[config.mk]
export PLATFORM = sky130hd
export DESIGN_NAME = motoro3_step_sequencer_flat
export DESIGN_NICKNAME = d
export VERILOG_FILES = /design/src/rtl/motoro3_pkg.sv /design/src/rtl/motoro3_step_sequencer_if.sv /design/src/rtl/motoro3_step_timer.sv /design/src/rtl/motoro3_step_sequencer.sv /design/src/flat_wrapper.sv
export SDC_FILE = /design/constraint.sdc
export NUM_CORES = 1
export LEC_CHECK = 0
export CAP_MARGIN = 20
export CORE_MARGIN = 8
export CORE_UTILIZATION = 55
export CTS_CLUSTER_SIZE = 8
export DETAILED_ROUTE_END_ITERATION = 8
export GPL_TIMING_DRIVEN = 1
export PLACE_DENSITY = 0.88
export SLEW_MARGIN = 40
export SYNTH_ARGS = -nofsm -noshare
export SYNTH_HDL_FRONTEND = slang
export SYNTH_SLANG_ARGS = --single-unit
[constraint.sdc]
create_clock -name clk -period 6.3 [get_ports clk]
set_clock_uncertainty 0.05 [all_clocks]
set_input_delay 1.26 -clock clk [delete_from_list [all_inputs] [get_ports clk]]
set_output_delay 1.26 -clock clk [all_outputs]
set_load 0.01 [all_outputs]
[src/rtl/motoro3_pkg.sv]
// Shared definitions for the motoro3 commutation step sequencer:
// the sequencer states, the step index constants and the step-order helpers.
package motoro3_pkg;

  typedef enum logic [1:0] {
    IDLE = 2'd0,
    RUN  = 2'd1,
    STOP = 2'd2
  } seqState_t;

  localparam logic [3:0] STEP_IDLE  = 4'd15;
  localparam logic [3:0] STEP_FIRST = 4'd0;
  localparam logic [3:0] STEP_MAX   = 4'd11;

  // Last step before a winding polarity change, per direction
  localparam logic [3:0] FWD_POL_A = 4'd5;
  localparam logic [3:0] FWD_POL_B = 4'd11;
  localparam logic [3:0] REV_POL_A = 4'd6;
  localparam logic [3:0] REV_POL_B = 4'd0;

  function automatic logic [3:0] advanceStep(input logic [3:0] step, input logic rev);
    logic [3:0] nxt;
    if (rev) begin
      nxt = (step == STEP_FIRST) ? STEP_MAX : step - 4'd1;
    end else begin
      nxt = (step >= STEP_MAX) ? STEP_FIRST : step + 4'd1;
    end
    return nxt;
  endfunction

  function automatic logic isPolarityStep(input logic [3:0] step, input logic rev);
    logic hit;
    if (rev) begin
      hit = (step == REV_POL_A) || (step == REV_POL_B);
    end else begin
      hit = (step == FWD_POL_A) || (step == FWD_POL_B);
    end
    return hit;
  endfunction

endpackage

[src/rtl/motoro3_step_sequencer_if.sv]
// Request/status bundle between the motor controller and the step sequencer.
interface motoro3_step_sequencer_if #(
  parameter int PERIOD_W = 25
);
  logic                m3r_runEn;
  logic                m3r_dirRev;
  logic [PERIOD_W-1:0] m3r_stepPeriod;
  logic [15:0]         m3r_pwmLenPos;
  logic [3:0]          sgStep;
  logic [PERIOD_W-1:0] m3cnt;
  logic                m3cntFirst2;
  logic                m3cntFirst1;
  logic                m3cntLast2;
  logic                m3cntLast1;
  logic                pwmActive1;
  logic                pwmLastStep1;
  logic [15:0]         pwmLENpos;

  modport master (
    output m3r_runEn, m3r_dirRev, m3r_stepPeriod, m3r_pwmLenPos,
    input  sgStep, m3cnt, m3cntFirst2, m3cntFirst1, m3cntLast2, m3cntLast1,
           pwmActive1, pwmLastStep1, pwmLENpos
  );

  modport slave (
    input  m3r_runEn, m3r_dirRev, m3r_stepPeriod, m3r_pwmLenPos,
    output sgStep, m3cnt, m3cntFirst2, m3cntFirst1, m3cntLast2, m3cntLast1,
           pwmActive1, pwmLastStep1, pwmLENpos
  );
endinterface

[src/rtl/motoro3_step_timer.sv]
// Per-step down counter for the motoro3 sequencer; clamps the requested period
// to MIN_PERIOD and latches it only when a new step is loaded.
module motoro3_step_timer #(
  parameter int PERIOD_W   = 25,
  parameter int MIN_PERIOD = 4
) (
  input  logic                clk,
  input  logic                rst,
  input  logic                load,
  input  logic [PERIOD_W-1:0] stepPeriod,
  output logic [PERIOD_W-1:0] cnt,
  output logic [PERIOD_W-1:0] peffLatched,
  output logic                cntZero
);

  logic [PERIOD_W-1:0] peff_s;
  logic [PERIOD_W-1:0] cnt_r;
  logic [PERIOD_W-1:0] peff_r;

  // Effective period clamp
  always_comb begin
    if (stepPeriod < PERIOD_W'(MIN_PERIOD)) begin
      peff_s = PERIOD_W'(MIN_PERIOD);
    end else begin
      peff_s = stepPeriod;
    end
  end

  // Counter and latched period; the counter parks at zero once a step is not reloaded
  always_ff @(negedge clk or posedge rst) begin
    if (rst) begin
      cnt_r  <= PERIOD_W'(0);
      peff_r <= PERIOD_W'(MIN_PERIOD);
    end else if (load) begin
      cnt_r  <= peff_s - PERIOD_W'(1);
      peff_r <= peff_s;
    end else if (cnt_r != PERIOD_W'(0)) begin
      cnt_r  <= cnt_r - PERIOD_W'(1);
    end else begin
      cnt_r  <= cnt_r;
    end
  end

  assign cnt         = cnt_r;
  assign peffLatched = peff_r;
  assign cntZero     = (cnt_r == PERIOD_W'(0));

endmodule

[src/rtl/motoro3_step_sequencer.sv]
// Motor commutation step sequencer: IDLE/RUN/STOP control of a 12-step cycle.
// Reverse step order is available only when MOTORO3_SEQ_REVERSE_EN is defined.
module motoro3_step_sequencer
  import motoro3_pkg::*;
#(
  parameter int PERIOD_W   = 25,
  parameter int MIN_PERIOD = 4
) (
  input logic                     clk,
  input logic                     rst,
  motoro3_step_sequencer_if.slave bus
);

  seqState_t           state_r;
  seqState_t           nextState_s;
  logic [3:0]          sgStep_r;
  logic [15:0]         pwmLENpos_r;
  logic                dirLatched_r;
  logic                dirSel_s;
  logic                loadStep_s;
  logic [PERIOD_W-1:0] cnt_s;
  logic [PERIOD_W-1:0] peffLatched_s;
  logic                cntZero_s;
  logic                active_s;
  logic                first2_s;
  logic                first1_s;
  logic                last2_s;
  logic                last1_s;
  logic                lastStep_s;

  // Direction request as seen by this build
  always_comb begin
`ifdef MOTORO3_SEQ_REVERSE_EN
    dirSel_s = bus.m3r_dirRev;
`else
    dirSel_s = bus.m3r_dirRev & 1'b0;
`endif
  end

  motoro3_step_timer #(
    .PERIOD_W   (PERIOD_W),
    .MIN_PERIOD (MIN_PERIOD)
  ) uTimer (
    .clk         (clk),
    .rst         (rst),
    .load        (loadStep_s),
    .stepPeriod  (bus.m3r_stepPeriod),
    .cnt         (cnt_s),
    .peffLatched (peffLatched_s),
    .cntZero     (cntZero_s)
  );

  // State register
  always_ff @(negedge clk or posedge rst) begin
    if (rst) begin
      state_r <= IDLE;
    end else begin
      state_r <= nextState_s;
    end
  end

  // Next state and step-load decision; STOP only ends at a step boundary
  always_comb begin
    nextState_s = state_r;
    loadStep_s  = 1'b0;
    case (state_r)
      IDLE: begin
        if (bus.m3r_runEn) begin
          nextState_s = RUN;
          loadStep_s  = 1'b1;
        end else begin
          nextState_s = IDLE;
        end
      end
      RUN: begin
        nextState_s = bus.m3r_runEn ? RUN : STOP;
        loadStep_s  = cntZero_s;
      end
      STOP: begin
        if (bus.m3r_runEn) begin
          nextState_s = RUN;
          loadStep_s  = cntZero_s;
        end else if (cntZero_s) begin
          nextState_s = IDLE;
        end else begin
          nextState_s = STOP;
        end
      end
      default: begin
        nextState_s = IDLE;
        loadStep_s  = 1'b0;
      end
    endcase
  end

  // Step index, direction and on-length are captured together at each step load
  always_ff @(negedge clk or posedge rst) begin
    if (rst) begin
      sgStep_r     <= STEP_IDLE;
      dirLatched_r <= 1'b0;
      pwmLENpos_r  <= 16'h0000;
    end else if (loadStep_s) begin
      dirLatched_r <= dirSel_s;
      pwmLENpos_r  <= bus.m3r_pwmLenPos;
      if (state_r == IDLE) begin
        sgStep_r <= dirSel_s ? STEP_MAX : STEP_FIRST;
      end else begin
        sgStep_r <= advanceStep(sgStep_r, dirSel_s);
      end
    end else if (nextState_s == IDLE) begin
      sgStep_r <= STEP_IDLE;
    end else begin
      sgStep_r <= sgStep_r;
    end
  end

  // Outputs decoded from state and counter
  always_comb begin
    active_s   = (state_r != IDLE);
    first2_s   = active_s && (cnt_s == peffLatched_s - PERIOD_W'(1));
    first1_s   = active_s && (cnt_s == peffLatched_s - PERIOD_W'(2));
    last2_s    = active_s && (cnt_s == PERIOD_W'(1));
    last1_s    = active_s && (cnt_s == PERIOD_W'(0));
    lastStep_s = active_s && isPolarityStep(sgStep_r, dirLatched_r);
  end

  assign bus.sgStep       = sgStep_r;
  assign bus.m3cnt        = cnt_s;
  assign bus.m3cntFirst2  = first2_s;
  assign bus.m3cntFirst1  = first1_s;
  assign bus.m3cntLast2   = last2_s;
  assign bus.m3cntLast1   = last1_s;
  assign bus.pwmActive1   = active_s;
  assign bus.pwmLastStep1 = lastStep_s;
  assign bus.pwmLENpos    = pwmLENpos_r;

endmodule

[src/flat_wrapper.sv]
// flat-port wrapper written by rule: the top's interface ports become plain ports
module motoro3_step_sequencer_flat import motoro3_pkg::*;
#(
  parameter int PERIOD_W   = 25,
  parameter int MIN_PERIOD = 4
)
  (clk, rst, bus_m3r_runEn, bus_m3r_dirRev, bus_m3r_stepPeriod, bus_m3r_pwmLenPos, bus_sgStep, bus_m3cnt, bus_m3cntFirst2, bus_m3cntFirst1, bus_m3cntLast2, bus_m3cntLast1, bus_pwmActive1, bus_pwmLastStep1, bus_pwmLENpos);
  motoro3_step_sequencer_if #(.PERIOD_W(PERIOD_W)) bus_i ();
  input logic clk;
  input logic rst;
  input wire logic [$bits(bus_i.m3r_runEn)-1:0] bus_m3r_runEn;
  input wire logic [$bits(bus_i.m3r_dirRev)-1:0] bus_m3r_dirRev;
  input wire logic [$bits(bus_i.m3r_stepPeriod)-1:0] bus_m3r_stepPeriod;
  input wire logic [$bits(bus_i.m3r_pwmLenPos)-1:0] bus_m3r_pwmLenPos;
  output wire logic [$bits(bus_i.sgStep)-1:0] bus_sgStep;
  output wire logic [$bits(bus_i.m3cnt)-1:0] bus_m3cnt;
  output wire logic [$bits(bus_i.m3cntFirst2)-1:0] bus_m3cntFirst2;
  output wire logic [$bits(bus_i.m3cntFirst1)-1:0] bus_m3cntFirst1;
  output wire logic [$bits(bus_i.m3cntLast2)-1:0] bus_m3cntLast2;
  output wire logic [$bits(bus_i.m3cntLast1)-1:0] bus_m3cntLast1;
  output wire logic [$bits(bus_i.pwmActive1)-1:0] bus_pwmActive1;
  output wire logic [$bits(bus_i.pwmLastStep1)-1:0] bus_pwmLastStep1;
  output wire logic [$bits(bus_i.pwmLENpos)-1:0] bus_pwmLENpos;
  assign bus_i.m3r_runEn = bus_m3r_runEn;
  assign bus_i.m3r_dirRev = bus_m3r_dirRev;
  assign bus_i.m3r_stepPeriod = bus_m3r_stepPeriod;
  assign bus_i.m3r_pwmLenPos = bus_m3r_pwmLenPos;
  assign bus_sgStep = bus_i.sgStep;
  assign bus_m3cnt = bus_i.m3cnt;
  assign bus_m3cntFirst2 = bus_i.m3cntFirst2;
  assign bus_m3cntFirst1 = bus_i.m3cntFirst1;
  assign bus_m3cntLast2 = bus_i.m3cntLast2;
  assign bus_m3cntLast1 = bus_i.m3cntLast1;
  assign bus_pwmActive1 = bus_i.pwmActive1;
  assign bus_pwmLastStep1 = bus_i.pwmLastStep1;
  assign bus_pwmLENpos = bus_i.pwmLENpos;
  motoro3_step_sequencer #(.PERIOD_W(PERIOD_W), .MIN_PERIOD(MIN_PERIOD)) u_core (.clk(clk), .rst(rst), .bus(bus_i));
endmodule
==> key figures, run 1 <==
Run status
  • Status: did not finish
  • Failing step: 5_1_grt
  • Err: [ERROR GRT-0232] Routing congestion too high. Check the congestion heatmap in the GUI.

STA
  • GR repair worst EP: bus_m3cntFirst1
  • Worst EP Category: output port

Logic synthesis
  • Async set or reset register ratio after synthesis: 1.000
  • Synth area leader: dfrtn_1
  • Mapped Cells: 691
  • Register area share after synthesis: 0.3286
  • Yosys reg bits: 72
  • Area share of the largest cell type after synthesis: 0.3047
  • EDFF count, synth: 0
  • Yosys cell types: 60
  • Mapped Area: around 5500 um2
  • Syn Nets: around 740
  • Synth Area per Inst: 7.963 um2
  • Dominant synthesized flop cell: dfrtn_1
  • Top area cells in the synthesized netlist: dfrtn_1, nand2_1, xnor2_1, xor2_1, nor4_1
  • Synth Warn #: 0

Global routing
  • Congestion Overflow GR: 14
  • Pin count of the biggest net entering global routing: between 50 and 60
  • GRT Total Usage: 0.7169

Placed design
  • Placed instance area: ~8000 um2
  • GPL Wtd Cong: 1.118
  • IO buf count: between 90 and 100
  • Pre-CTS setup slack: -1.090 ns
  • Hpwl dp: around 17 mm
  • Post-Place Cells: 1,062

Clock tree
  • Clk sinks: 72
  • CTS buffer count: 9
  • Maximum root-to-sink buffer count: 2
  • CTS root buf: clkbuf_8
  • H-tree levels: 3

Floorplan
  • Starting Density: 0.5656
  • Io pins: 96
  • Num rows: 36
  • Die Width: 116.0 um
  • Die H: 116.0 um
per-stage QoR:
| step | hold WS, ns | utilization |
|---|---|---|
| 4_1_cts | 0.3736 | 0.8846 |
| 3_5_place_dp | 0.3695 | 0.8206 |
| 3_3_place_gp | 0.3597 | 0.8206 |
| 2_1_floorplan | 0.4051 | - |
repair_timing:
action                                  in CTS
resized for setup                          115
hold endpoints to repair                     0
hold buffers                                 0
cloned                                       0
pin swaps                                   39
setup buffers                               22
endpoints found under the setup margin      29
kinds of logic after synthesis:
group | share of synthesized area
adders and majority gates | 0.01592
muxes | 0.01160
DFF | 0.3286
AOI/OAI and AO/OA | 0.1389
xor gates and xnor gates | 0.1305
and+or+nand+nor | 0.3292
buffers and inverters | 0.04525
synth_stat cells (8+ instances only):
cell type,n
a21oi_1,23
a31oi_1,8
buf_2,13
clkbuf_1,28
dfrtn_1,67
inv_1,12
nand2_1,143
nand3_1,24
nand3b_1,10
nand4_1,16
nand4b_1,8
nor2_1,37
nor3_1,25
nor4_1,23
o21ai_0,28
o22ai_1,8
or3_1,11
or4_1,10
xnor2_1,41
xor2_1,41
routing by layer:
layer,GRT overflow,GRT usage
met3,0,0.6738
met1,0,0.6909
met2,8,0.8312
met4,6,0.6940
met5,0,0.3047
==> inputs of run 2 (changes only) <==
Settings changed: CORE_UTILIZATION 55 to 40, CTS_CLUSTER_SIZE 8 to default, PLACE_DENSITY 0.88 to default, PLACE_DENSITY_LB_ADDON from default to 0.15.
==> run 2 against run 1 <==
The flow now finishes, with violations (negative setup slack). Synthesized cell count stayed put. Area after synthesis stayed put.
==> key figures, run 2 <==
Run status
  • Status: complete, but fails checks
  • Violated checks: negative setup slack

Cells and area
  • Layout cells sized above 1: 0.3404
  • Fin nets: between 1,000 and 1,500
  • Final non-filler cell area: slightly above 9000 um2
  • Most common cell after layout, fill and taps aside: buf_4
  • Synth-to-Final Area Change: 64.46%
  • # diodes: 0
  • Fill cell count: between 1,000 and 1,500
  • Most frequent cells in the layout: buf_4, nand2_1, clkdlybuf4s50_1, dfrtn_1, xor2_1
  • Final design utilization: 0.6622

Critical path
  • Slowest-stage cell, CP: or4_4
  • Crit. End Element: output port
  • Req. time, crit path: 4.99 ns
  • Crit Path Max Fanout: 2
  • Critical path's top delay family: simple AND/OR/NAND/NOR gates
  • WP buf/inv: 1
  • Cell Chain, Critical Path: or4_4, or4_1, a211o_1, a21oi_2, nand4_1, a2111oi_4, buf_2
  • Crit path kind: reg -> out
  • Critical path launch point type: register
  • Reg-to-Reg Start: u_core.uTimer.cnt[7]
  • FF-to-FF End: u_core.uTimer.cnt[16]
  • R2r setup slk: roughly 3.2 ns
  • Worst r2r path cells: 12
  • Crit path from: u_core.uTimer.peffLatched[13]
  • Cell depth of the worst setup path: 7
  • Max incr delay on CP: 0.53 ns
  • Critical Path Sink: bus_m3cntFirst2
  • Critical Path AT: around 6.0 ns

Global routing
  • GRT Total Usage: 0.2471
  • Number of global-route vias before repair: approximately 6,500
  • Initial antenna violation count: 0
  • Congestion Overflow GR: 0
  • First-pass GRT wire length: between 30 and 40 mm
  • Pin count of the biggest net entering global routing: 28

Detailed routing
  • Remaining DRCs: 0
  • Via Count: ~6,400
  • DR pass1 iterations: 5
  • Via-to-Cell Ratio: approximately 5.5
  • WL final: about 22 mm
  • Initial DRC Count: 409
  • Routed len/inst: around 19 um
  • Final ANT Viol Nets: 0

Floorplan
  • Core ar.: ~14,000 um2
  • Num rows: 43 (+19%)
  • Starting Density: 0.4027 (-0.1629)
  • Io pins: 96 (unchanged)
  • Die Width: 133.3 um (+15%)
  • Die H: 133.3 um (+15%)
  • Die footprint: 17,770 um2

Placed design
  • Pre-CTS setup slack: -1.163 ns (-0.07313 ns)
  • Hpwl dp: 17.72 mm (+3.9%)
  • GPL Wtd Cong: 0.9097 (-19%)
  • IO buf count: 94 (unchanged)
  • Placed instance area: 8205 um2 (+2.8%)

Power
  • Sw Ratio: 0.3722
  • Clk pwr share: 0.229
  • P_sw: 0.001005 W
  • Seq pwr share: 0.253
  • Worst vdd rail ir drop: ~0.17 mV
  • Comb power frac: 0.517
  • Leak pwr: 3.883 nW
  • Internal: roughly 0.0017 W
  • Power density over the cells: roughly 300 nW/um2

Logic synthesis
  • Dominant synthesized flop cell: dfrtn_1
  • Top cells by count, synth: nand2_1, dfrtn_1, xnor2_1, xor2_1, nor2_1
  • Yosys reg bits: 72 (unchanged)
  • Synth Area per Inst: 7.963 um2 (unchanged)
  • Top area cells in the synthesized netlist: dfrtn_1, nand2_1, xnor2_1, xor2_1, nor4_1
  • Yosys cell types: 60 (unchanged)
  • Synth area leader: dfrtn_1
  • Mapped Area: 5503 um2 (unchanged)
  • Mapped Cells: 691 (unchanged)
  • Area share of the largest cell type after synthesis: 0.3047 (unchanged)
  • Syn Nets: 743 (unchanged)
  • Synth Warn #: 0 (unchanged)
  • Most common cell in the netlist: nand2_1
  • Register area share after synthesis: 0.3286 (unchanged)
  • Async set or reset register ratio after synthesis: 1.000 (unchanged)
  • EDFF count, synth: 0 (unchanged)

STA
  • Fin. max-slew vios: 0
  • Fin. Hold Viols: 0
  • Setup ws final: -1.000 ns
  • Measured slew at the worst slew-check pin: slightly below 0.7 ns
  • Final setup violation count: 9
  • RSZ-0062 raised after global routing: true
  • Min Hold Slack: 0.3599 ns
  • Worst relative slew slack: 0.5484

Clock tree
  • H-tree levels: 3 (unchanged)
  • Cts hold-fix bufs: 0 (unchanged)
  • CTS tree: done
  • Clk slew on worst S/H paths: 0.04 ns
  • CTS buffer count: 9 (unchanged)
  • Skew-Pair Late Insertion Delay: between 0.3 and 0.4 ns
  • Clk sinks: 72 (unchanged)
  • Maximum root-to-sink buffer count: 2 (unchanged)
  • CTS root buf: clkbuf_16

Min path
  • Hold Crit Class: reg -> reg

Flow run
  • Max_cap viols: 0
[run 2: cell counts after synthesis]
Identical to the previous run, type by type.
[run 2: cells by family (layout without fill, tap and decap cells)]
| group | count (synthesis) | in the layout | synth area share |
|---|---|---|---|
| AND/OR/NAND/NOR | 352 | 352 | 0.3292 |
| flip-flops | 72 | 72 | 0.3286 |
| adder cells (fa/ha/maj) | 7 | 7 | 0.01592 |
| XOR/XNOR | 82 | 82 | 0.1305 |
| AO/OA/AOI/OAI | 114 | 114 | 0.1389 |
| buffers and inverters | 58 | 354 | 0.04525 |
| multiplexers | 6 | 6 | 0.01160 |
[run 2: cell type report]
cell class	instances	area, um2	share of cell area
clock buffer	11	252.7	0.02793
clock inverter	10	120.1	0.01327
inverter	11	52.55	0.005807
multi-input combinational	561	3887	0.4296
sequential	72	1808	0.1998
tap	180	225.2	0.02489
timing repair buffer	322	2704	0.2988
[run 2: what timing repair did]
item	4_1_cts	5_1_grt
pin swaps	35	31
gates resized for setup	95	49
setup buffers	12	12
setup endpoints to repair	27	16
[run 2: stage by stage]
| stage | TNS (ns) | std cells | total power (W) |
|---|---|---|---|
| after floorplan | -3.441 | 691 | 0.001290 |
| after global placement | -18.66 | 1129 | 0.001970 |
| after detailed placement | -19.83 | 1129 | 0.001998 |
| after CTS | -2.909 | 1160 | 0.002654 |
| after global routing | -3.736 | 1167 | 0.002847 |
| final | -2.839 | 1167 | 0.002700 |
[run 2: power groups by stage]
stage               registers [W]  logic, W  clock network (W)
detailed placement       0.000680   0.00131         0.00000592
CTS                      0.000676   0.00135           0.000632
global placement         0.000674   0.00129         0.00000592
global route             0.000693   0.00150           0.000651
finish                   0.000683   0.00140           0.000620
floorplan                0.000691  0.000592         0.00000592
[run 2: worst min path at each step]
stage,from,endpoint,slack [ns],cells past startpoint
CTS,u_core.bus.pwmLENpos[2],u_core.bus.pwmLENpos[2],0.37,2
floorplan,u_core.state_r[1],u_core.state_r[0],0.41,2
finish,u_core.bus.pwmLENpos[1],u_core.bus.pwmLENpos[1],0.36,2
global route,u_core.bus.pwmLENpos[2],u_core.bus.pwmLENpos[2],0.38,2
detailed placement,u_core.bus.pwmLENpos[1],u_core.bus.pwmLENpos[1],0.37,2
global placement,u_core.bus.pwmLENpos[15],u_core.bus.pwmLENpos[15],0.36,2
[run 2: routing by layer]
metal / GRT usage / wire, um / vias to the layer above
li1: - / - / 3056
met1: 0.3126 / 9802 / 3059
met2: 0.4071 / 10510 / 231
met3: 0.04970 / 1283 / 39
met4: 0.09046 / 637 / 0
met5: 0 / 0 / -
[run 2: worst min-delay path, delay by kind of cell (launching register included)]
kind	cells	cell delay, ns
AND/OR/NAND/NOR	2	0.10
flip-flops	1	0.40
Note: power is estimated with default switching activity, not from simulation.
==> inputs of run 3 (changes only) <==
Settings changed: ABC_AREA from default to 1.
Clock period 6.3 ns to 6.4 ns, I/O delays scaled along.
==> run 3 against run 2 <==
The flow still finishes with violations (negative setup slack). Core utilization decreased by 3.6 points. First-iteration DRC count decreased by 8.8%. Clock power decreased by 15%. Combinational power increased by 9%. Largest power group unchanged. Hold slack improved by 0.014 ns. Setup slack improved by 0.57 ns. Highest routed layer unchanged. Final cell count increased by 12%. Via count decreased by 2.3%. Register-to-register slack improved by 0.75 ns.
==> key figures, run 3 <==
Run status
  • Status: complete, but fails checks
  • Violated checks: negative setup slack

Clock tree
  • Cts hold-fix bufs: 0 (unchanged)
  • CTS root buf: clkbuf_16
  • CTS buffer count: 9 (unchanged)
  • CTS tree: done
  • H-tree levels: 3 (unchanged)
  • Clk slew on worst S/H paths: 0.04 ns (about the same)
  • Maximum root-to-sink buffer count: 2 (unchanged)
  • Clk sinks: 72 (unchanged)
  • Skew-Pair Late Insertion Delay: 0.34 ns (about the same)

STA
  • Fin. Hold Viols: 0 (unchanged)
  • Fin. max-slew vios: 0 (unchanged)
  • RSZ-0062 raised after global routing: true
  • Final setup violation count: 2 (-7)
  • Setup ws final: -0.4325 ns (+0.5676 ns)
  • Worst relative slew slack: 0.6694 (+0.1209)
  • Measured slew at the worst slew-check pin: 0.4921 ns (-0.1852 ns)

Global routing
  • First-pass GRT wire length: 31.09 mm (-11%)
  • Initial antenna violation count: 1 (+1)
  • Pin count of the biggest net entering global routing: 43 (+54%)
  • Congestion Overflow GR: 0 (unchanged)
  • GRT Total Usage: 0.2162 (-0.03085)
  • Number of global-route vias before repair: 6,038 (-7.1%)

Power
  • Power density over the cells: 319.4 nW/um2 (+7.1%)
  • Power Total: 0.002777 W (+2.9%)
  • Worst vdd rail ir drop: 0.1566 mV (-6.0%)
  • Leak pwr: 4.308 nW (+11%)

Critical path
  • Cell Chain, Critical Path: inv_2, ha_4, or2_4, nand2_2, a21oi_2, nand4_1, nor2_1, nand3_1, nor2_1, nand3_1, nor2_1, buf_2
  • Crit path kind: reg -> out
  • Slowest-stage cell, CP: dfstp_2
  • Critical path launch point type: register
  • Crit Path Max Fanout: 3 (+1)
  • R2r setup slk: 3.95 ns (+0.75 ns)
  • FF-to-FF End: u_core.uTimer.cnt[15]
  • Critical Path AT: 5.50 ns (-0.49 ns)
  • Worst r2r path cells: 13 (+1)
  • Reg-to-Reg Start: u_core.uTimer.cnt[1]
  • Crit path top cell by count: nor2_1
  • Crit. End Element: output port
  • Max incr delay on CP: 0.56 ns (+0.03 ns)
  • Req. time, crit path: 5.07 ns (+0.08 ns)
  • Crit path from: u_core.uTimer.peffLatched[2]

Placed design
  • Placed instance area: 8003 um2 (-2.5%)
  • Pre-CTS setup slack: -0.5814 ns (+0.5819 ns)
  • GPL Wtd Cong: 0.9658 (+6.2%)
  • IO buf count: 94 (unchanged)
  • Hpwl dp: 16.08 mm (-9.2%)

Detailed routing
  • Via-to-Cell Ratio: 4.788 (-12%)
  • WL final: 19.51 mm (-12%)
  • Wl on met1: 8.663 mm (-12%)
  • Top routing layer used: met4
  • Met3 wire len: 1.031 mm (-20%)
  • Final ANT Viol Nets: 0 (unchanged)
  • Met2 WL: 9.232 mm (-12%)
  • Initial DRC Count: 373 (-8.8%)
  • DR pass1 iterations: 5 (unchanged)
  • Remaining DRCs: 0 (unchanged)
  • Routed len/inst: 14.97 um (-21%)
  • Via Count: 6,239 (-2.3%)

Floorplan
  • Die footprint: 18,330 um2 (+3.2%)
  • Die H: 135.4 um (+1.6%)
  • Starting Density: 0.4109 (+0.008179)
  • Num rows: 43 (unchanged)
  • Die Width: 135.4 um (+1.6%)
  • Io pins: 96 (unchanged)
  • Core ar.: 13,880 um2 (+1.6%)

Logic synthesis
  • Top cells by count, synth: nand2_1, nor2_1, inv_1
  • Synth Area per Inst: 6.694 um2 (-16%)
  • Synth Warn #: 0 (unchanged)
  • Syn Nets: 904 (+22%)
  • Yosys reg bits: 72 (unchanged)
  • Synth area leader: dfrtn_1
  • Most common cell in the netlist: nand2_1
  • Dominant synthesized flop cell: dfrtn_1
  • Mapped Cells: 852 (+23%)
  • Mapped Area: 5703 um2 (+3.6%)
  • Yosys cell types: 38 (-37%)
  • EDFF count, synth: 0 (unchanged)
  • Top area cells in the synthesized netlist: dfrtn_1, nand2_1, nor2_1, xor2_1, inv_1
  • Async set or reset register ratio after synthesis: 1.000 (unchanged)
  • Area share of the largest cell type after synthesis: 0.2940 (-0.01070)
  • Register area share after synthesis: 0.3170 (-0.01153)

Min path
  • Hold path start: u_core.bus.pwmLENpos[4]
  • End of the worst hold path: u_core.bus.pwmLENpos[4]
  • WHS Path Cells: 2 (unchanged)
  • Hold Crit Class: reg -> reg

Cells and area
  • Most frequent cells in the layout: nand2_1, buf_4, inv_1, nor2_1, clkdlybuf4s50_1
  • Fill cell count: 1,307 (+13%)
  • Fin nets: 1,169 (+13%)
  • Synth-to-Final Area Change: 52.46%
  • Final non-filler cell area: 8695 um2 (-3.9%)
  • Layout cells sized above 1: 0.2549 (-0.08552)
  • Final design utilization: 0.6264 (-0.03587)
  • Most common cell after layout, fill and taps aside: nand2_1

Flow run
  • Max_cap viols: 0 (unchanged)
==> run 3: worst max path at each step <==
stage | endpoint | cells after the start
2_1_floorplan | bus_m3cntFirst2 | 14
3_3_place_gp | u_core.uTimer.cnt[18] | 14
3_5_place_dp | bus_m3cntFirst2 | 13
4_1_cts | bus_m3cntFirst1 | 12
5_1_grt | bus_m3cntFirst1 | 12
6_report | bus_m3cntFirst1 | 12
==> run 3: power by group <==
| part | switching (W) | internal (W) |
|---|---|---|
| logic | 0.000766 | 0.000757 |
| registers | 0.000126 | 0.000598 |
| clock network | 0.000204 | 0.000326 |
| total | 0.00110 | 0.00168 |
==> run 3: cell type report <==
type,count,area (um2),area share
flip-flops and latches,72,1808,0.2079
inverters,99,381.6,0.04389
repair buffers,266,2286,0.2629
clock inverters,9,47.55,0.005468
well taps,180,225.2,0.02590
multi-input cells,664,3655,0.4203
clock buffers,12,289.0,0.03324
diodes,1,2.502,0.0002878
==> run 3: kinds of logic after synthesis <==
kind of cell | Yosys count | synth area share
buffers and inverters | 116 | 0.08556
AO/OA/AOI/OAI | 87 | 0.08030
AND/OR/NAND/NOR | 490 | 0.3741
adder cells (fa/ha/maj) | 7 | 0.01536
XOR/XNOR | 80 | 0.1277
flip-flops | 72 | 0.3170
==> run 3: per-stage QoR <==
stage / hold slack [ns] / setup TNS, ns / cells
finish: 0.3737 / -0.8579 / 1303
global placement: 0.3716 / -7.667 / 1272
CTS: 0.3774 / -0.8203 / 1294
detailed placement: 0.3745 / -7.822 / 1272
floorplan: 0.3981 / 0 / 852
global route: 0.4051 / -1.126 / 1303
==> run 3: layer usage <==
| metal | track usage | vias up |
|---|---|---|
| li1 | - | 3212 |
| met1 | 0.2807 | 2810 |
| met2 | 0.3530 | 185 |
| met3 | 0.03412 | 32 |
| met4 | 0.08390 | 0 |
| met5 | 0 | - |
==> run 3: worst max-delay path, delay by kind of cell, from the launching register on <==
kind                     cells  cell delay, ns
buffers and inverters        2            0.19
flip-flops                   1            0.56
AND/OR/NAND/NOR              8            0.80
adder cells (fa/ha/maj)      1            0.27
AO/OA/AOI/OAI                1            0.09
==> run 3: what timing repair did <==
item / CTS / global route
setup buffers: 3 / 8
endpoints found under the setup margin: 16 / 15
pin swaps: 18 / 44
resized for setup: 54 / 64
